### src/rtl/reset_sequencer.sv
// reset_sequencer: merges reset requesters into one staged, active-high reset
// sequence. It holds all stages, waits for clock lock, then releases the stages
// one at a time in index order. It also records which sources caused the reset.
//
// state        | meaning
// -------------+-----------------------------------------------------------
// ST_ASSERT    | all stages held, hold counter running down
// ST_WAIT_LOCK | all stages held, waiting for lock_i, timeout counter running
// ST_RELEASE   | stages cleared one per gap period, lowest index first
// ST_RUN       | all stages released, sequence complete
module reset_sequencer #(
  parameter int NUM_SRC      = 4,
  parameter int NUM_STAGES   = 3,
  parameter int HOLD_CYCLES  = 16,
  parameter int GAP_CYCLES   = 8,
  parameter int LOCK_TIMEOUT = 1024
) (
  input  logic                  sys_clk_i,
  input  logic                  sys_rst_n_i,
  input  logic [NUM_SRC-1:0]    req_i,
  input  logic                  lock_i,
  input  logic                  cause_clr_i,
  output logic [NUM_STAGES-1:0] stage_rst_o,
  output logic                  busy_o,
  output logic                  done_pulse_o,
  output logic [NUM_SRC:0]      cause_o,
  output logic [3:0]            retry_cnt_o
);

  typedef enum logic [1:0] {
    ST_ASSERT    = 2'd0,
    ST_WAIT_LOCK = 2'd1,
    ST_RELEASE   = 2'd2,
    ST_RUN       = 2'd3
  } state_t;

  // One shared down-counter serves hold, lock-timeout and gap timing; only one
  // of them is ever live, and 16 bits covers the widest (lock timeout).
  localparam logic [15:0]         HOLD_LOAD = 16'(HOLD_CYCLES - 1);
  localparam logic [15:0]         GAP_LOAD  = 16'(GAP_CYCLES - 1);
  localparam logic [15:0]         TMO_LOAD  = 16'(LOCK_TIMEOUT - 1);
  localparam logic [NUM_STAGES-1:0] STAGES_ALL = '1;
  localparam logic [NUM_SRC:0]    CAUSE_POR = {1'b1, {NUM_SRC{1'b0}}};

  state_t                  state_q, state_d;
  logic [15:0]             cnt_q, cnt_d;
  logic [NUM_STAGES-1:0]   stage_q, stage_d;
  logic                    done_q, done_d;
  logic [NUM_SRC:0]        cause_q, cause_d;
  logic [3:0]              retry_q, retry_d;

  // Next-state logic: requests pre-empt everything, then the per-state sequencing.
  always_comb begin
    state_d = state_q;
    cnt_d   = cnt_q;
    stage_d = stage_q;
    done_d  = 1'b0;
    cause_d = cause_clr_i ? '0 : cause_q;
    retry_d = cause_clr_i ? 4'd0 : retry_q;

    if (|req_i) begin
      state_d                = ST_ASSERT;
      cnt_d                  = HOLD_LOAD;
      stage_d                = STAGES_ALL;
      cause_d[NUM_SRC-1:0]   = cause_d[NUM_SRC-1:0] | req_i;
    end else begin
      case (state_q)
        ST_ASSERT: begin
          stage_d = STAGES_ALL;
          if (cnt_q == 16'd0) begin
            state_d = ST_WAIT_LOCK;
            cnt_d   = TMO_LOAD;
          end else begin
            cnt_d = cnt_q - 16'd1;
          end
        end
        ST_WAIT_LOCK: begin
          stage_d = STAGES_ALL;
          if (lock_i) begin
            // Stage bits clear lowest-first, so a left shift drops the next one.
            stage_d = STAGES_ALL << 1;
            cnt_d   = GAP_LOAD;
            if (stage_d == '0) begin
              state_d = ST_RUN;
              done_d  = 1'b1;
            end else begin
              state_d = ST_RELEASE;
            end
          end else if (cnt_q == 16'd0) begin
            state_d = ST_ASSERT;
            cnt_d   = HOLD_LOAD;
            if (retry_d != 4'd15) begin
              retry_d = retry_d + 4'd1;
            end
          end else begin
            cnt_d = cnt_q - 16'd1;
          end
        end
        ST_RELEASE: begin
          if (cnt_q == 16'd0) begin
            stage_d = stage_q << 1;
            cnt_d   = GAP_LOAD;
            if (stage_d == '0) begin
              state_d = ST_RUN;
              done_d  = 1'b1;
            end
          end else begin
            cnt_d = cnt_q - 16'd1;
          end
        end
        default: begin
          stage_d = '0;
        end
      endcase
    end
  end

  // State and registered outputs; reset forces a fresh power-on sequence.
  always_ff @(posedge sys_clk_i or negedge sys_rst_n_i) begin
    if (!sys_rst_n_i) begin
      state_q <= ST_ASSERT;
      cnt_q   <= HOLD_LOAD;
      stage_q <= STAGES_ALL;
      done_q  <= 1'b0;
      cause_q <= CAUSE_POR;
      retry_q <= 4'd0;
    end else begin
      state_q <= state_d;
      cnt_q   <= cnt_d;
      stage_q <= stage_d;
      done_q  <= done_d;
      cause_q <= cause_d;
      retry_q <= retry_d;
    end
  end

  assign stage_rst_o  = stage_q;
  assign busy_o       = |stage_q;
  assign done_pulse_o = done_q;
  assign cause_o      = cause_q;
  assign retry_cnt_o  = retry_q;

endmodule

### config.mk
export PLATFORM = sky130hd
export DESIGN_NAME = reset_sequencer
export DESIGN_NICKNAME = d
export VERILOG_FILES = /design/src/rtl/reset_sequencer.sv
export SDC_FILE = /design/constraint.sdc
export NUM_CORES = 1
export LEC_CHECK = 0
export BUFFER_PORTS_ARGS = -buffer_cell sky130_fd_sc_hd__buf_4
export CAP_MARGIN = 20
export CORE_UTILIZATION = 50
export CTS_CLUSTER_DIAMETER = 30
export DETAILED_ROUTE_END_ITERATION = 12
export GPL_ROUTABILITY_DRIVEN = 0
export HOLD_SLACK_MARGIN = 0.03
export PLACE_DENSITY = 0.72
export SYNTH_ARGS = -nofsm -noshare
export SYNTH_HDL_FRONTEND = slang
export SYNTH_SLANG_ARGS = --single-unit
### constraint.sdc
create_clock -name sys_clk_i -period 2.25 [get_ports sys_clk_i]
set_clock_uncertainty 0.15 [all_clocks]
set_input_delay 0.45 -clock sys_clk_i [delete_from_list [all_inputs] [get_ports sys_clk_i]]
set_output_delay 0.45 -clock sys_clk_i [all_outputs]
set_load 0.05 [all_outputs]
# Yosys cells after proc, flatten, opt, wreduce, memory -nomap -nowiden
# Index checks and enable logic that the tools add are counted.
# classes
addsub	2
eq_ne	7
n_mux	29
n_bitwise	1
n_reduce_logical	7
# op_table
cell	n
16-bit 2-to-1 mux	5
16-bit one-hot mux with 3 select lines	1
4-bit 2-to-1 mux	8
16-bit logical NOT	1
16-bit by 1-bit subtractor with 16-bit output (second input constant)	1
2-bit 2-to-1 mux	6
3-bit inequality test (second input constant)	3
3-bit one-hot mux with 3 select lines	1
4-bit inequality test (second input constant)	2
3-bit 2-to-1 mux	2
2-bit one-hot mux with 3 select lines	1
1-bit 2-to-1 mux	5
5-bit AND reduction	1
4-bit by 1-bit adder with 4-bit output (second input constant)	1
4-bit bitwise OR	1
4-bit nonzero test	1
4-bit OR reduction	1
3-bit logical NOT	1
3-bit OR reduction	1
2-bit by 1-bit == test with 1-bit output (second input constant)	1
2-bit == test (second input constant)	1
2-bit logical NOT	1
# word_totals
regBits	31
output_inout_bits	14
elab_cells	53

# Depth between registers and ports, before layout
# Gate-level depths: netlist (run 1).
# logic_depth
depth_word	7
depth_mapped	9

# Least setup slack after synthesis (run 1)
# Ideal clock, no wire load.
# synth_timing
path_kind	reg-to-reg
startpoint	register cnt_q[12]
endpoint	register retry_q[1] (netlist: retry_cnt_o[1])
setup_ns	0.125
arrival_time_ns	1.977
required_time_ns	1.975
slack_ns	-0.002
stages_incl_launch_ff	6
n_path_buf	0
cell_sequence	dfrtp_1 -> or4_4 -> or3_4 -> nor4_4 -> nand2_2 -> mux2_4
# synth_between
elab_chain_len	5
# synth_lines
element	line	rtl
from (decl)	46	logic [15:0] cnt_q, cnt_d;
from (signal assigned)	129	cnt_q <= cnt_d;
16-bit logical NOT	89	end else if (cnt_q == 16'd0) begin
4-bit 2-to-1 mux	89	
4-bit 2-to-1 mux	79	if (lock_i) begin
4-bit 2-to-1 mux	67	case (state_q)
4-bit 2-to-1 mux	61	if (|req_i) begin
via retry_d[1]	50	logic [3:0] retry_q, retry_d;
to (signal assigned)	133	retry_q <= retry_d;
to (decl)	50	
# The timed path passes the listed nets, and every way through them passes these cells.
# A chain may end at the register's enable or synchronous reset.

# Worst setup path in the final report (run 1)
# Same ends and word-level chain as after synthesis.

==> flow_summary_export.csv, run 1 <==
group,metric,value,unit
layout,diodes,0,
critical_path,cp_max_fo,3,
cts,cts_tree,"done",
cts,cts_buffer_depth,2,
synth,synth_edf_count,0,
detailed_routing,vias_per_cell,5.85,
critical_path,cp_data_arrival_time,2.31,ns
layout,drive_gt1_share,33.1,%
power,p_per_area,498,mW/mm^2
sta,finalCriticalPeriod,2.30,ns
sta,hold_violations,0,
worst_hold_path,holdPathStages,2,
layout,sequential_cell_area,786,um^2
sta,max_freq,0.434,GHz
critical_path,cp.required,2.26,ns
power,ir_drop,0.000305,V
detailed_routing,drt_wl_total,4.81,mm
cts,h-tree-depth,2,
synth,avgSynthCellArea,9.15,um^2
worst_hold_path,hold_path.class,"input port to flip-flop",
layout,area_delta_synth_final,31.3,%
floorplanning,fp.dieW,64.7,um
synth,ys_warn_count,0,
detailed_routing,vias,1856,
detailed_routing,drt_iter0_markers,125,
floorplanning,dieArea,0.00419,mm^2
synth,synth_flop_cell,"dfrtp_1",
floorplanning,start_util,53.0,%
synth,ys_seq_area_share,39.9,%
critical_path,critPathCaptureType,"flip-flop",
global_routing,grt_pass1_wl,8.22,mm
sta,finalMaxSlewViolations,0,
critical_path,start_kind,"flip-flop",
sta,max_slew_margin,69.4,%
cts,clkSinkCount,31,
run_status,outcome,"finished with violations",
synth,syn-instance-count,215,
detailed_routing,remaining_drc_errors,0,
cts,cts-root-buf,"clkbuf_8",
layout,fin_nets,283,
place,port_buffers,21,
critical_path,reg2reg_depth,5,
synth,ys_async_sr_fraction,100,%
cts,clock_latency,0.27,ns
synth,ys_types,55,
synth,syn_nets,230,
detailed_routing,firstDrtPassIters,4,
global_routing,antenna_found_initial,0,
critical_path,worstSetupPathType,"flip-flop to flip-flop",
detailed_routing,drtAntennaViolNets,0,
global_routing,grt_max_degree,32,
floorplanning,ios,22,
floorplanning,rows,22,
synth,ys_seq_elements,31,
run_status,violations,"setup timing",
cts,numCtsBuffers,5,
global_routing,grt_usage,25.3,%
floorplanning,coreArea,0.00372,mm^2
sta,setup_viol,3,
sta,fin_crit_sh,102,%
layout,n_fill_cell,292,
global_routing,grt_overflow,0,
sta,worst_slew_pin_slew,0.456,ns
floorplanning,die_height,64.7,um
place,dp_hpwl,3.50,mm
global_routing,first_global_vias,1787,
cts,clk_pin_slew,0.07,ns
detailed_routing,wl_per_cell,15.2,um
layout,multi_input_area,0.00114,mm^2
sta,rsz0062_at_grt,"yes",
job,maxCapViolCount,0,
synth,synth_area,0.00197,mm^2
layout,final_util,69.5,%
sta,whs,0.191,ns
power,leakage,1.14,nW
sta,finalWorstSetupSlack,-0.0526,ns
[per-stage QoR]
step / power (mW) / instances / cell area (um^2) / setup slack (ns) / setup TNS (ns)
after floorplan: 0.610 / 215 / 1970 / -0.00222 / -0.00222
after global placement: 0.651 / 305 / 2370 / -0.0446 / -0.0803
after detailed placement: 0.653 / 305 / 2370 / -0.101 / -0.317
after CTS: 1.30 / 316 / 2540 / -0.0590 / -0.113
after global routing: 1.33 / 317 / 2580 / -0.111 / -0.367
final: 1.29 / 317 / 2580 / -0.0526 / -0.144
[Yosys cell counts (all sizes together), types with 4 or more instances]
| cell | n | area share (%) |
|---|---|---|
| nor4 | 7 | 3.3 |
| clkbuf | 6 | 1.1 |
| a21o | 6 | 2.3 |
| dfrtp | 23 | 29 |
| nor2b | 5 | 1.6 |
| nor3 | 9 | 3.1 |
| inv | 13 | 2.5 |
| mux2i | 4 | 2.0 |
| dfstp | 8 | 11 |
| or3 | 8 | 2.8 |
| a21oi | 20 | 5.1 |
| o21ai | 10 | 2.5 |
| nor2 | 14 | 2.7 |
| ha | 7 | 4.4 |
| nand3 | 8 | 2.0 |
| a31oi | 5 | 1.6 |
| nand2 | 14 | 2.8 |
[cell type report]
class                           instances  area share (%)
Multi-Input combinational cell        163            44.3
Sequential cell                        31            30.4
Timing Repair Buffer                   54            15.9
Clock buffer                            6            2.81
Clock inverter                          2            2.32
Tap cell                               48            2.32
Inverter                               13            1.89
[report_power, final]
part / leakage, nW / internal, mW / switching (mW)
clock: 0.0654 / 0.443 / 0.201
sequential: 0.393 / 0.564 / 0.00309
combinational: 0.683 / 0.0279 / 0.0496
total: 1.14 / 1.03 / 0.254
[logic make-up after synthesis]
kind of cell / count (synthesis) / synth area share (%)
simple gates: 85 / 26.4
compound gates: 63 / 20.9
flops: 31 / 39.9
buf+inv: 21 / 4.07
fa+ha+maj: 7 / 4.45
mux: 6 / 3.37
xor+xnor: 2 / 0.890
[worst paths after layout]
check,startpoint,to,slack (ns)
min reg2reg,cause_o[3],cause_o[3],0.33
min in group asynchronous,sys_rst_n_i,state_q[0],0.49
max,cnt_q[12],retry_cnt_o[1],-0.05
max in group asynchronous,sys_rst_n_i,cnt_q[0],1.14
max reg2reg,cnt_q[12],retry_cnt_o[1],-0.05
min,cause_clr_i,cause_o[4],0.19
[metal layers]
layer	track usage (%)	share of wire, %
met5	0	0
met4	5.00	0.94
met3	4.75	3.3
met2	44.3	48
met1	32.3	47
[registers in the layout (all words and copies together), names as in the netlist]
name and count:
retry_cnt_o 4, done_pulse_o 1, stage_rst_o 3, state_q 2
cnt_q 16, cause_o 5
[critical path: stages, from the launching register on]
cell	delay (ns)
dfrtp_1	0.38
or4_4	0.58
or3_4	0.43
nor4_4	0.23
nand2_2	0.12
mux2_4	0.30
[what timing repair did]
action | CTS | global route
endpoints found under the setup margin | 6 | 16
resized for setup | 4 | 8
endpoints found under the hold margin | 23 | 0
buffers inserted | 2 | 1
hold buffers | 1 | 0
pin swaps | 0 | 2
[cells in the final DEF, fill, tap and decap left out, drive strengths merged, types with 4 or more instances in the layout]
cell type,netlist,layout
a21oi,20,20
clkbuf,6,6
nor2b,5,5
nor4,7,7
a21o,6,6
dfrtp,23,23
ha,7,7
inv,13,13
nand2,14,14
nand3,8,8
a31oi,5,5
buf,2,53
or3,8,8
mux2i,4,4
nor3,9,9
nor2,14,14
o21ai,10,10
dfstp,8,8
No activity file was read; power rests on OpenSTA's default activity.
==> run 2: changes to the inputs <==
--- a/config.mk
+++ b/config.mk
@@ -13,5 +13,5 @@
 export GPL_ROUTABILITY_DRIVEN = 0
 export HOLD_SLACK_MARGIN = 0.03
-export PLACE_DENSITY = 0.72
+export PLACE_DENSITY = 0.69
 export SYNTH_ARGS = -nofsm -noshare
 export SYNTH_HDL_FRONTEND = slang
==> constraint.sdc (replaced) <==
create_clock -name sys_clk_i -period 2.25 [get_ports sys_clk_i]
set_clock_uncertainty 0.15 [all_clocks]
set_input_delay 0 -clock sys_clk_i [delete_from_list [all_inputs] [get_ports sys_clk_i]]
set_output_delay 0 -clock sys_clk_i [all_outputs]
set_load 0.05 [all_outputs]
==> flow_summary_export.csv, run 2 (synthesized netlist as in run 1, its figures left out) <==
group,metric,value,unit
run_status,outcome,"complete, no violations",
global_routing,antenna_found_initial,0,
critical_path,cp_num_buf_inv,1,
critical_path,reg2reg_depth,6,
power,leakage,1.15,nW
critical_path,start_kind,"flip-flop",
detailed_routing,vias_per_cell,6.09,
layout,area_delta_synth_final,33.9,%
critical_path,regToRegStartpoint,"cnt_q[12]",
sta,worst_slew_pin_slew,0.497,ns
critical_path,rr_endpoint,"retry_cnt_o[2]",
floorplanning,fp.dieW,64.7,um
floorplanning,ios,22,
floorplanning,dieArea,0.00419,mm^2
place,dp_hpwl,3.76,mm
detailed_routing,drt_iter0_markers,181,
cts,clk_pin_slew,0.07,ns
cts,cts-root-buf,"clkbuf_8",
detailed_routing,drtAntennaViolNets,0,
sta,finalMaxSlewViolations,0,
layout,design_area,0.00264,mm^2
critical_path,rrSetupSlack,0.07,ns
place,port_buffers,21,
critical_path,cp_max_fo,3,
cts,h-tree-depth,2,
global_routing,grt_usage,27.6,%
floorplanning,die_height,64.7,um
global_routing,grt_max_degree,32,
cts,cts_tree,"done",
cts,clock_latency,0.29,ns
detailed_routing,firstDrtPassIters,5,
cts,cts_buffer_depth,2,
power,p_per_area,465,mW/mm^2
sta,whs,0.0318,ns
critical_path,crit_path_cell_trace,"or4_4 > or3_4 > nor4_4 > buf_4 > and4b_2 > nor2_2",
cts,clkSinkCount,31,
detailed_routing,remaining_drc_errors,0,
global_routing,grt_overflow,0,
place,dpl-instance-area,0.00236,mm^2
detailed_routing,wl_per_cell,16.5,um
detailed_routing,drt_wl_total,5.26,mm
sta,setup_viol,0,
floorplanning,coreArea,0.00372,mm^2
floorplanning,start_util,53.0,%
layout,regMostFlops,"cnt_q",
layout,final_common_cell,"buf_4",
sta,max_freq,0.458,GHz
critical_path,crit_family,"simple AND/OR/NAND/NOR gates",
cts,numCtsBuffers,5,
sta,max_slew_margin,66.6,%
sta,fin_crit_sh,97.0,%
critical_path,cp.required,2.28,ns
sta,hold_violations,0,
sta,rsz0062_at_grt,"yes",
power,ir_drop,0.000394,V
global_routing,first_global_vias,1937,
detailed_routing,vias,1942,
critical_path,worstSetupPathType,"flip-flop to flip-flop",
layout,layout_common_cells,"buf_4 (49), dfrtp_1 (23), a21oi_1 (17)",
sta,finalCriticalPeriod,2.18,ns
layout,fin_nets,285,
layout,largest_register_ffs,16,
global_routing,grt_pass1_wl,8.78,mm
critical_path,cp_data_arrival_time,2.21,ns
worst_hold_path,hold_path.class,"input port to asynchronous set/reset pin",
floorplanning,rows,22,
critical_path,max_stage_delay,0.54,ns
job,maxCapViolCount,0,
layout,diodes,0,
layout,drive_gt1_share,34.3,%
critical_path,critPathCaptureType,"flip-flop",
critical_path,crit_path_top_delay_cell,"or4_4",
## run 2: changes by cell type in the layout (fill, tap and decap cells not counted), moves of 2 or more
cell / before / now
a21oi_1: 19 / 17
a21oi_2: 1 / 3
buf_4: 52 / 49
dlygate4sd3_1: 1 / 6
o21ai_0: 7 / 9
## run 2: how the worst max path moves through the flow
| stage | from | to | cells after the start |
|---|---|---|---|
| after global routing | state_q[1] | cnt_q[12] | 9 |
| final | cnt_q[12] | retry_cnt_o[2] | 6 |
| after CTS | cnt_q[12] | retry_cnt_o[2] | 6 |
| after global placement | cnt_q[12] | retry_cnt_o[1] | 5 |
| after detailed placement | cnt_q[12] | retry_cnt_o[1] | 5 |
| after floorplan | cnt_q[12] | retry_cnt_o[1] | 5 |
## run 2: cell type report
type	count	area [um^2]
sequential	31	786
clock inverter	2	35.0
multi-input combinational	163	1180
inverter	13	48.8
tap	48	60.1
fill	292	1080
clock buffer	6	82.6
timing repair buffer	56	439
## run 2: power by group
group	switching, mW	internal (mW)	total, mW
registers	0.00343	0.564	0.567
logic	0.0523	0.0330	0.0853
clock network	0.215	0.358	0.573
total	0.270	0.955	1.23
## run 2: worst reg2reg max path: stages (launching register included)
cell,delay [ns]
dfrtp_1,0.38
or4_4,0.54
or3_4,0.36
nor4_4,0.20
buf_4,0.17
and4b_2,0.24
nor2_2,0.04
## run 2: per-stage QoR
stage	setup slack (ns)	TNS [ns]	std cells	power (mW)	utilization, %
after floorplan	-0.00222	-0.00222	215	0.610	-
final	0.0680	0	319	1.23	70.9
after global placement	0.0364	0	303	0.649	63.4
after global routing	-0.0104	-0.0240	319	1.25	70.9
after detailed placement	-0.0183	-0.0277	303	0.651	63.4
after CTS	-0.00775	-0.00775	319	1.23	68.9
## run 2: repair_timing
item,4_1_cts,5_1_grt
endpoints found under the setup margin,3,22
buffers inserted,2,0
pin swaps,2,4
gates cloned,0,0
resized for setup,2,17
hold endpoints to repair,43,0
hold buffers,6,0
## run 2: routing by layer
metal | GRT usage (%) | up-vias | wire length, um
li1 | - | 914 | -
met1 | 35.2 | 939 | 2280
met2 | 46.2 | 82 | 2600
met3 | 5.63 | 7 | 326
met4 | 9.17 | 0 | 47
met5 | 0 | - | 0
